## config.mk

```make
export PLATFORM = sky130hd
export DESIGN_NAME = cla_modaddsub_ctrl
export DESIGN_NICKNAME = d
export VERILOG_FILES = /design/src/rtl/cla_modaddsub_ctrl.sv
export SDC_FILE = /design/constraint.sdc
export NUM_CORES = 2
export LEC_CHECK = 0
export CAP_MARGIN = 15
export CORE_ASPECT_RATIO = 0.9
export CORE_MARGIN = 3
export CORE_UTILIZATION = 30
export CTS_BUF_LIST = sky130_fd_sc_hd__clkbuf_8
export DETAILED_ROUTE_END_ITERATION = 6
export PLACE_DENSITY = 0.58
export SLEW_MARGIN = 20
export SYNTH_ARGS = -nofsm -noshare
export SYNTH_HDL_FRONTEND = slang
export SYNTH_SLANG_ARGS = --single-unit
export TNS_END_PERCENT = 100
```

## constraint.sdc

```tcl
create_clock -name clk -period 65.8 [get_ports clk]
set_input_delay 6.58 -clock clk [delete_from_list [all_inputs] [get_ports clk]]
set_output_delay 6.58 -clock clk [all_outputs]
set_load 0.02 [all_outputs]
```

## src/rtl/cla_modaddsub_ctrl.sv

```systemverilog
// cla_modaddsub_ctrl
// Sequencing controller for the single shared W-bit carry-lookahead adder used
// by the NTT butterfly add/sub lanes. Two requesters are served round-robin. Each
// granted request runs through the adder once or twice to form (a +/- b) mod q.
// The result is then returned over a valid/ready port, tagged with the requester id.
//
// Optional build macro: CLA_MODADDSUB_FASTSUB_EN
//   When defined, a subtract that does not borrow finishes after PASS1.
//   Its latency is then 2 instead of 3. Results are the same in both builds.
//
// Ports:
//   clk, rst          clock (rising edge), asynchronous active-high reset
//   in_valid[1:0]     per-requester request valid
//   in_ready[1:0]     per-requester accept; at most one bit set, only in IDLE
//   in_op[1:0]        per-requester op: 0 = modular add, 1 = modular subtract
//   in_a0, in_b0      requester 0 operands
//   in_a1, in_b1      requester 1 operands
//   mod_q             modulus, sampled at accept
//   out_valid         result valid (held until out_ready)
//   out_ready         downstream accept
//   out_data          result
//   out_id            requester that owns out_data
//   busy              high whenever the controller is not in IDLE
module cla_modaddsub_ctrl #(
  parameter int W = 128
) (
  input  logic         clk,
  input  logic         rst,
  input  logic [1:0]   in_valid,
  output logic [1:0]   in_ready,
  input  logic [1:0]   in_op,
  input  logic [W-1:0] in_a0,
  input  logic [W-1:0] in_b0,
  input  logic [W-1:0] in_a1,
  input  logic [W-1:0] in_b1,
  input  logic [W-1:0] mod_q,
  output logic         out_valid,
  input  logic         out_ready,
  output logic [W-1:0] out_data,
  output logic         out_id,
  output logic         busy
);

  typedef enum logic [1:0] {IDLE, PASS1, PASS2, DONE} state_t;

  state_t         state;
  logic           rr_ptr;
  logic [W-1:0]   a_reg, b_reg, q_reg, s_reg;
  logic           op_reg, c1_reg;

  logic [1:0]     grant;
  logic           sel_id;

  // Shared adder signals
  logic [W-1:0]   add_x, add_y, add_p, add_g, add_sum;
  logic           add_cin, add_cout;
  logic [W-1:0]   pass2_result;

  // Round-robin grant. It is only offered in IDLE and is always one-hot.
  always_comb begin
    grant = 2'b00;
    if (state == IDLE) begin
      case (in_valid)
        2'b01:   grant = 2'b01;
        2'b10:   grant = 2'b10;
        2'b11:   grant = rr_ptr ? 2'b10 : 2'b01;
        default: grant = 2'b00;
      endcase
    end
  end

  // While reset is held, no requester may be told it was accepted.
  assign in_ready = rst ? 2'b00 : grant;
  assign sel_id   = grant[1];
  assign busy     = (state != IDLE);

  // Adder operand selection.
  // PASS1 forms a + b, or a + ~b + 1 for a subtract.
  // PASS2 forms s + ~q + 1 (add) or s + q (subtract).
  always_comb begin
    add_x   = a_reg;
    add_y   = op_reg ? ~b_reg : b_reg;
    add_cin = op_reg;
    if (state == PASS2) begin
      add_x   = s_reg;
      add_y   = op_reg ? q_reg : ~q_reg;
      add_cin = ~op_reg;
    end
  end

  generate
    for (genvar gi = 0; gi < W; gi++) begin : g_pg
      assign add_p[gi] = add_x[gi] ^ add_y[gi];
      assign add_g[gi] = add_x[gi] & add_y[gi];
    end
  endgenerate

  // Carry chain built from generate/propagate terms: c[i+1] = g[i] | p[i]&c[i]
  always_comb begin
    logic c;
    c       = add_cin;
    add_sum = '0;
    for (int i = 0; i < W; i++) begin
      add_sum[i] = add_p[i] ^ c;
      c          = add_g[i] | (add_p[i] & c);
    end
    add_cout = c;
  end

  // Add: take s - q if the first pass overflowed (c1) or s >= q (c2).
  // Sub: keep a - b if there was no borrow (c1), otherwise wrap by adding q.
  always_comb begin
    if (op_reg)
      pass2_result = c1_reg ? s_reg : add_sum;
    else
      pass2_result = (c1_reg | add_cout) ? add_sum : s_reg;
  end

  always_ff @(posedge clk or posedge rst) begin
    if (rst) begin
      state     <= IDLE;
      rr_ptr    <= 1'b0;
      a_reg     <= '0;
      b_reg     <= '0;
      q_reg     <= '0;
      s_reg     <= '0;
      op_reg    <= 1'b0;
      c1_reg    <= 1'b0;
      out_valid <= 1'b0;
      out_data  <= '0;
      out_id    <= 1'b0;
    end else begin
      case (state)
        IDLE: begin
          if (grant != 2'b00) begin
            a_reg  <= sel_id ? in_a1 : in_a0;
            b_reg  <= sel_id ? in_b1 : in_b0;
            op_reg <= in_op[sel_id];
            q_reg  <= mod_q;
            // out_id is not qualified until out_valid, so it can be loaded now.
            out_id <= sel_id;
            rr_ptr <= ~sel_id;
            state  <= PASS1;
          end
        end
        PASS1: begin
          s_reg  <= add_sum;
          c1_reg <= add_cout;
`ifdef CLA_MODADDSUB_FASTSUB_EN
          if (op_reg && add_cout) begin
            out_data  <= add_sum;
            out_valid <= 1'b1;
            state     <= DONE;
          end else begin
            state <= PASS2;
          end
`else
          state <= PASS2;
`endif
        end
        PASS2: begin
          out_data  <= pass2_result;
          out_valid <= 1'b1;
          state     <= DONE;
        end
        DONE: begin
          if (out_ready) begin
            out_valid <= 1'b0;
            state     <= IDLE;
          end
        end
        default: state <= IDLE;
      endcase
    end
  end

endmodule

```

==> report_table.html <==
<table>
<tr><th>Metric</th><th>Value</th></tr>
<tr><th colspan="2">Status</th></tr>
<tr><td>Result of the run</td><td>finished clean</td></tr>
<tr><th colspan="2">Logic synthesis</th></tr>
<tr><td>Count of state elements after synthesis</td><td>647</td></tr>
<tr><td>Distinct cell type count after synthesis</td><td>41</td></tr>
<tr><td>Yosys synthesis warning count</td><td>0</td></tr>
<tr><td>Instance count of the mapped netlist</td><td>3612</td></tr>
<tr><td>Cell area after technology mapping</td><td>35600 um^2</td></tr>
<tr><td>Mapped Nets</td><td>4391</td></tr>
<tr><td>Portion of the post-synthesis area used by sequential elements</td><td>45.5%</td></tr>
<tr><td>Synth Area per Inst</td><td>9.84 um^2</td></tr>
<tr><th colspan="2">Setup path</th></tr>
<tr><td>Largest fanout on the critical path</td><td>56</td></tr>
<tr><td>Required @ worst endpoint</td><td>66540 ps</td></tr>
<tr><td>Worst path max stage delay</td><td>860 ps</td></tr>
<tr><td>Critical path class</td><td>reg2reg</td></tr>
<tr><td>Worst r2r path cells</td><td>138</td></tr>
<tr><td>Type of origin of the critical path</td><td>flip-flop</td></tr>
<tr><td>Worst reg2reg setup slack</td><td>2840 ps</td></tr>
<tr><td>Worst reg2reg path startpoint</td><td>state[0]</td></tr>
<tr><td>Crit path max-delay cell type</td><td>sky130_fd_sc_hd__or2_4</td></tr>
<tr><td>RR Endpoint</td><td>out_data[76]</td></tr>
<tr><td>Critical Path Sink Type</td><td>flip-flop</td></tr>
<tr><td>Critical path arrival</td><td>63710 ps</td></tr>
<tr><td>Crit-path most repeated cell</td><td>sky130_fd_sc_hd__fa_1</td></tr>
<tr><th colspan="2">Routing</th></tr>
<tr><td>Count of TritonRoute iterations in the first routing pass</td><td>5</td></tr>
<tr><td>Number of violations reported at the end of detailed-routing iteration 0</td><td>2496</td></tr>
<tr><td>Avg Vias per Cell</td><td>5.17</td></tr>
<tr><td>Post-detailed-route count of antenna-violating nets</td><td>0</td></tr>
<tr><td>Post-route DRC violation count</td><td>0</td></tr>
<tr><td>Routed wire length per instance</td><td>22.8 um</td></tr>
<tr><td>Wirelength, routed</td><td>135000 um</td></tr>
<tr><td>Via count</td><td>30570</td></tr>
<tr><th colspan="2">Timing</th></tr>
<tr><td>Worst Max-Slew Pin Slew</td><td>1220 ps</td></tr>
<tr><td>Total negative slack</td><td>0 ps</td></tr>
<tr><td>Achievable Freq</td><td>15.9 MHz</td></tr>
<tr><td>Setup-violating endpoint count in the final report</td><td>0</td></tr>
<tr><td>Min Tclk post-route</td><td>62960 ps</td></tr>
<tr><td>Setup skew after layout</td><td>44.4 ps</td></tr>
<tr><td>Worst-case headroom to the max-slew limit</td><td>18.4%</td></tr>
<tr><td>Period Utilization, post-route</td><td>95.7%</td></tr>
<tr><td>RSZ-0062 raised after global routing</td><td>no</td></tr>
<tr><td>Final-report max-slew violation count</td><td>0</td></tr>
<tr><td>Endpoints failing hold</td><td>0</td></tr>
<tr><th colspan="2">Cells and area</th></tr>
<tr><td>Total number of nets in the final design</td><td>5005</td></tr>
<tr><td>Count of fill cells added during filler insertion</td><td>11637</td></tr>
<tr><td>Share of final-layout standard cells stronger than drive strength 1</td><td>6.01%</td></tr>
<tr><td>Area added between synthesis and finish</td><td>31.2%</td></tr>
<tr><th colspan="2">Placed design</th></tr>
<tr><td>Half-perimeter wire length of the detailed placement result</td><td>95800 um</td></tr>
<tr><td>Routability Congestion</td><td>0.850</td></tr>
<tr><td>Count of port buffers added during placement</td><td>779</td></tr>
<tr><th colspan="2">Clock tree</th></tr>
<tr><td>Number of buffers created by CTS</td><td>119</td></tr>
<tr><td>Clock tree from TritonCTS</td><td>yes</td></tr>
<tr><td>Post-CTS Resized</td><td>0</td></tr>
<tr><td>Clock H-tree levels</td><td>3</td></tr>
<tr><td>Total setup buffers inserted after CTS</td><td>0</td></tr>
<tr><td>Clock tree sinks</td><td>647</td></tr>
<tr><td>Hold-fix buffers at CTS</td><td>0</td></tr>
<tr><td>Clock tree root buffer cell</td><td>sky130_fd_sc_hd__clkbuf_8</td></tr>
<tr><td>Clock insertion delay at the later pin of the skew report</td><td>850 ps</td></tr>
<tr><td>Clock-pin transition on the worst setup and hold timing paths</td><td>60 ps</td></tr>
<tr><td>Maximum number of buffers from clock root to sink</td><td>3</td></tr>
<tr><th colspan="2">GRT</th></tr>
<tr><td>Number of antenna violations at the first check in global routing</td><td>20</td></tr>
<tr><td>Vias in the first global route</td><td>30389</td></tr>
<tr><td>Total congestion overflow</td><td>0</td></tr>
<tr><td>Pin count of the biggest net entering global routing</td><td>133</td></tr>
<tr><td>First-pass GRT wire length</td><td>200000 um</td></tr>
<tr><td>Gr usage total</td><td>21.4%</td></tr>
<tr><th colspan="2">Hold path</th></tr>
<tr><td>Endpoint, Worst Hold</td><td>q_reg[69]</td></tr>
<tr><td>Worst min path class</td><td>reg2reg</td></tr>
<tr><td>Instance count along the most critical hold path</td><td>2</td></tr>
<tr><td>Origin of the worst min-delay path</td><td>q_reg[69]</td></tr>
<tr><th colspan="2">Floorplanning</th></tr>
<tr><td>Effective utilization at floorplan</td><td>30.3%</td></tr>
<tr><td>Rows</td><td>119</td></tr>
<tr><td>Boundary Pins</td><td>780</td></tr>
<tr><td>Full die area</td><td>123000 um^2</td></tr>
<tr><td>Core region area</td><td>117000 um^2</td></tr>
<tr><td>Die span in x</td><td>369 um</td></tr>
<tr><td>Y dimension of the die</td><td>333 um</td></tr>
<tr><th colspan="2">Run</th></tr>
<tr><td>MaxCap Viol Count</td><td>0</td></tr>
</table>
==> layout make-up <==
| type | instances | area (um^2) | share of cell area [%] |
|---|---|---|---|
| sequential | 647 | 16200 | 34.7 |
| antenna | 17 | 42.5 | 0.0912 |
| tap | 1573 | 1970 | 4.22 |
| clock inverter | 71 | 484 | 1.04 |
| inverter | 148 | 563 | 1.21 |
| clock buffer | 148 | 2040 | 4.37 |
| multi-input combinational | 2474 | 17100 | 36.7 |
| timing repair buffer | 836 | 8240 | 17.7 |
==> cell usage after synthesis (all sizes together) <==
library cell | instances | share of area, %
o22ai | 1 | 0.018
nor3 | 1 | 0.014
inv | 148 | 1.6
nor2 | 378 | 4.0
fa | 128 | 7.2
dlymetal6s2s | 1 | 0.035
and2 | 1 | 0.025
clkbuf | 161 | 1.8
a21oi | 360 | 5.1
or2 | 2 | 0.035
o32a | 1 | 0.028
dfrtp | 647 | 46
xor2 | 1 | 0.025
o211ai | 124 | 2.6
ha | 4 | 0.14
o21ai | 147 | 2.1
nor2b | 4 | 0.070
mux2i | 149 | 4.2
a21o | 2 | 0.042
buf | 181 | 3.2
a221o | 240 | 6.8
and3 | 240 | 4.2
a31oi | 17 | 0.30
xnor2 | 128 | 3.2
mux2 | 10 | 0.32
nand2 | 384 | 4.1
o221ai | 128 | 3.2
o21a | 1 | 0.021
nand2b | 6 | 0.13
nand3 | 17 | 0.24
==> cells by family (layout without fill, tap and decap cells) <==
logic type,after synthesis,count (layout),share of synthesized area (%)
fa+ha+maj,132,132,7.35
xor+xnor,129,129,3.18
compound gates,1021,1021,20.1
simple gates,1033,1033,12.8
mux,159,159,4.51
flops,647,647,45.5
other cells,0,17,0
buf+inv,491,1203,6.56
==> per-stage QoR <==
stage | util [%] | setup slack [ps] | area (um^2) | instances | hold slack [ps]
after floorplan | - | 6120 | 35600 | 3612 | 445
after global placement | 37.6 | 2790 | 44100 | 5678 | 457
after detailed placement | 37.6 | 2460 | 44100 | 5678 | 462
after CTS | 39.7 | 2240 | 46600 | 5897 | 477
after global routing | 39.8 | 421 | 46600 | 5913 | 491
final | 39.8 | 2840 | 46600 | 5914 | 472
==> worst max-delay path, delay by kind of cell (launching register included) <==
kind	cells	cell delay, ps
AO/OA/AOI/OAI	2	290
multiplexers	1	290
AND/OR/NAND/NOR	1	860
adder cells (fa/ha/maj)	129	59920
XOR/XNOR	1	170
buffers and inverters	4	850
flip-flops	1	440
==> how the worst max path moves through the flow <==
stage          slack [ps]  startpoint            to
2_1_floorplan        6120    state[0]   out_data[1]
3_3_place_gp         2790    state[0]  out_data[80]
3_5_place_dp         2460    state[0]  out_data[76]
4_1_cts              2240    state[0]  out_data[54]
5_1_grt               420    state[0]  out_data[65]
6_report             2840    state[0]  out_data[76]
==> per-layer routing <==
layer / part of all wire, % / global-route usage, %
met1: 45 / 29.8
met2: 45 / 32.4
met3: 6.9 / 5.17
met4: 3.2 / 7.65
met5: 0.025 / 0
==> cells in the final DEF (no fill, tap or decap), drive strengths merged, types with 57 or more instances in the layout <==
cell type,instances
o221ai,128
xnor2,128
clkdlybuf4s50,779
a221o,240
and3,240
nor2,378
dfrtp,647
mux2i,149
o21ai,147
nand2,384
fa,128
a21oi,360
clkbuf,148
o211ai,124
inv,192
buf,57
Power is not shown: default switching activity piles up to over one toggle a cycle in this logic, so the estimate is an artifact.
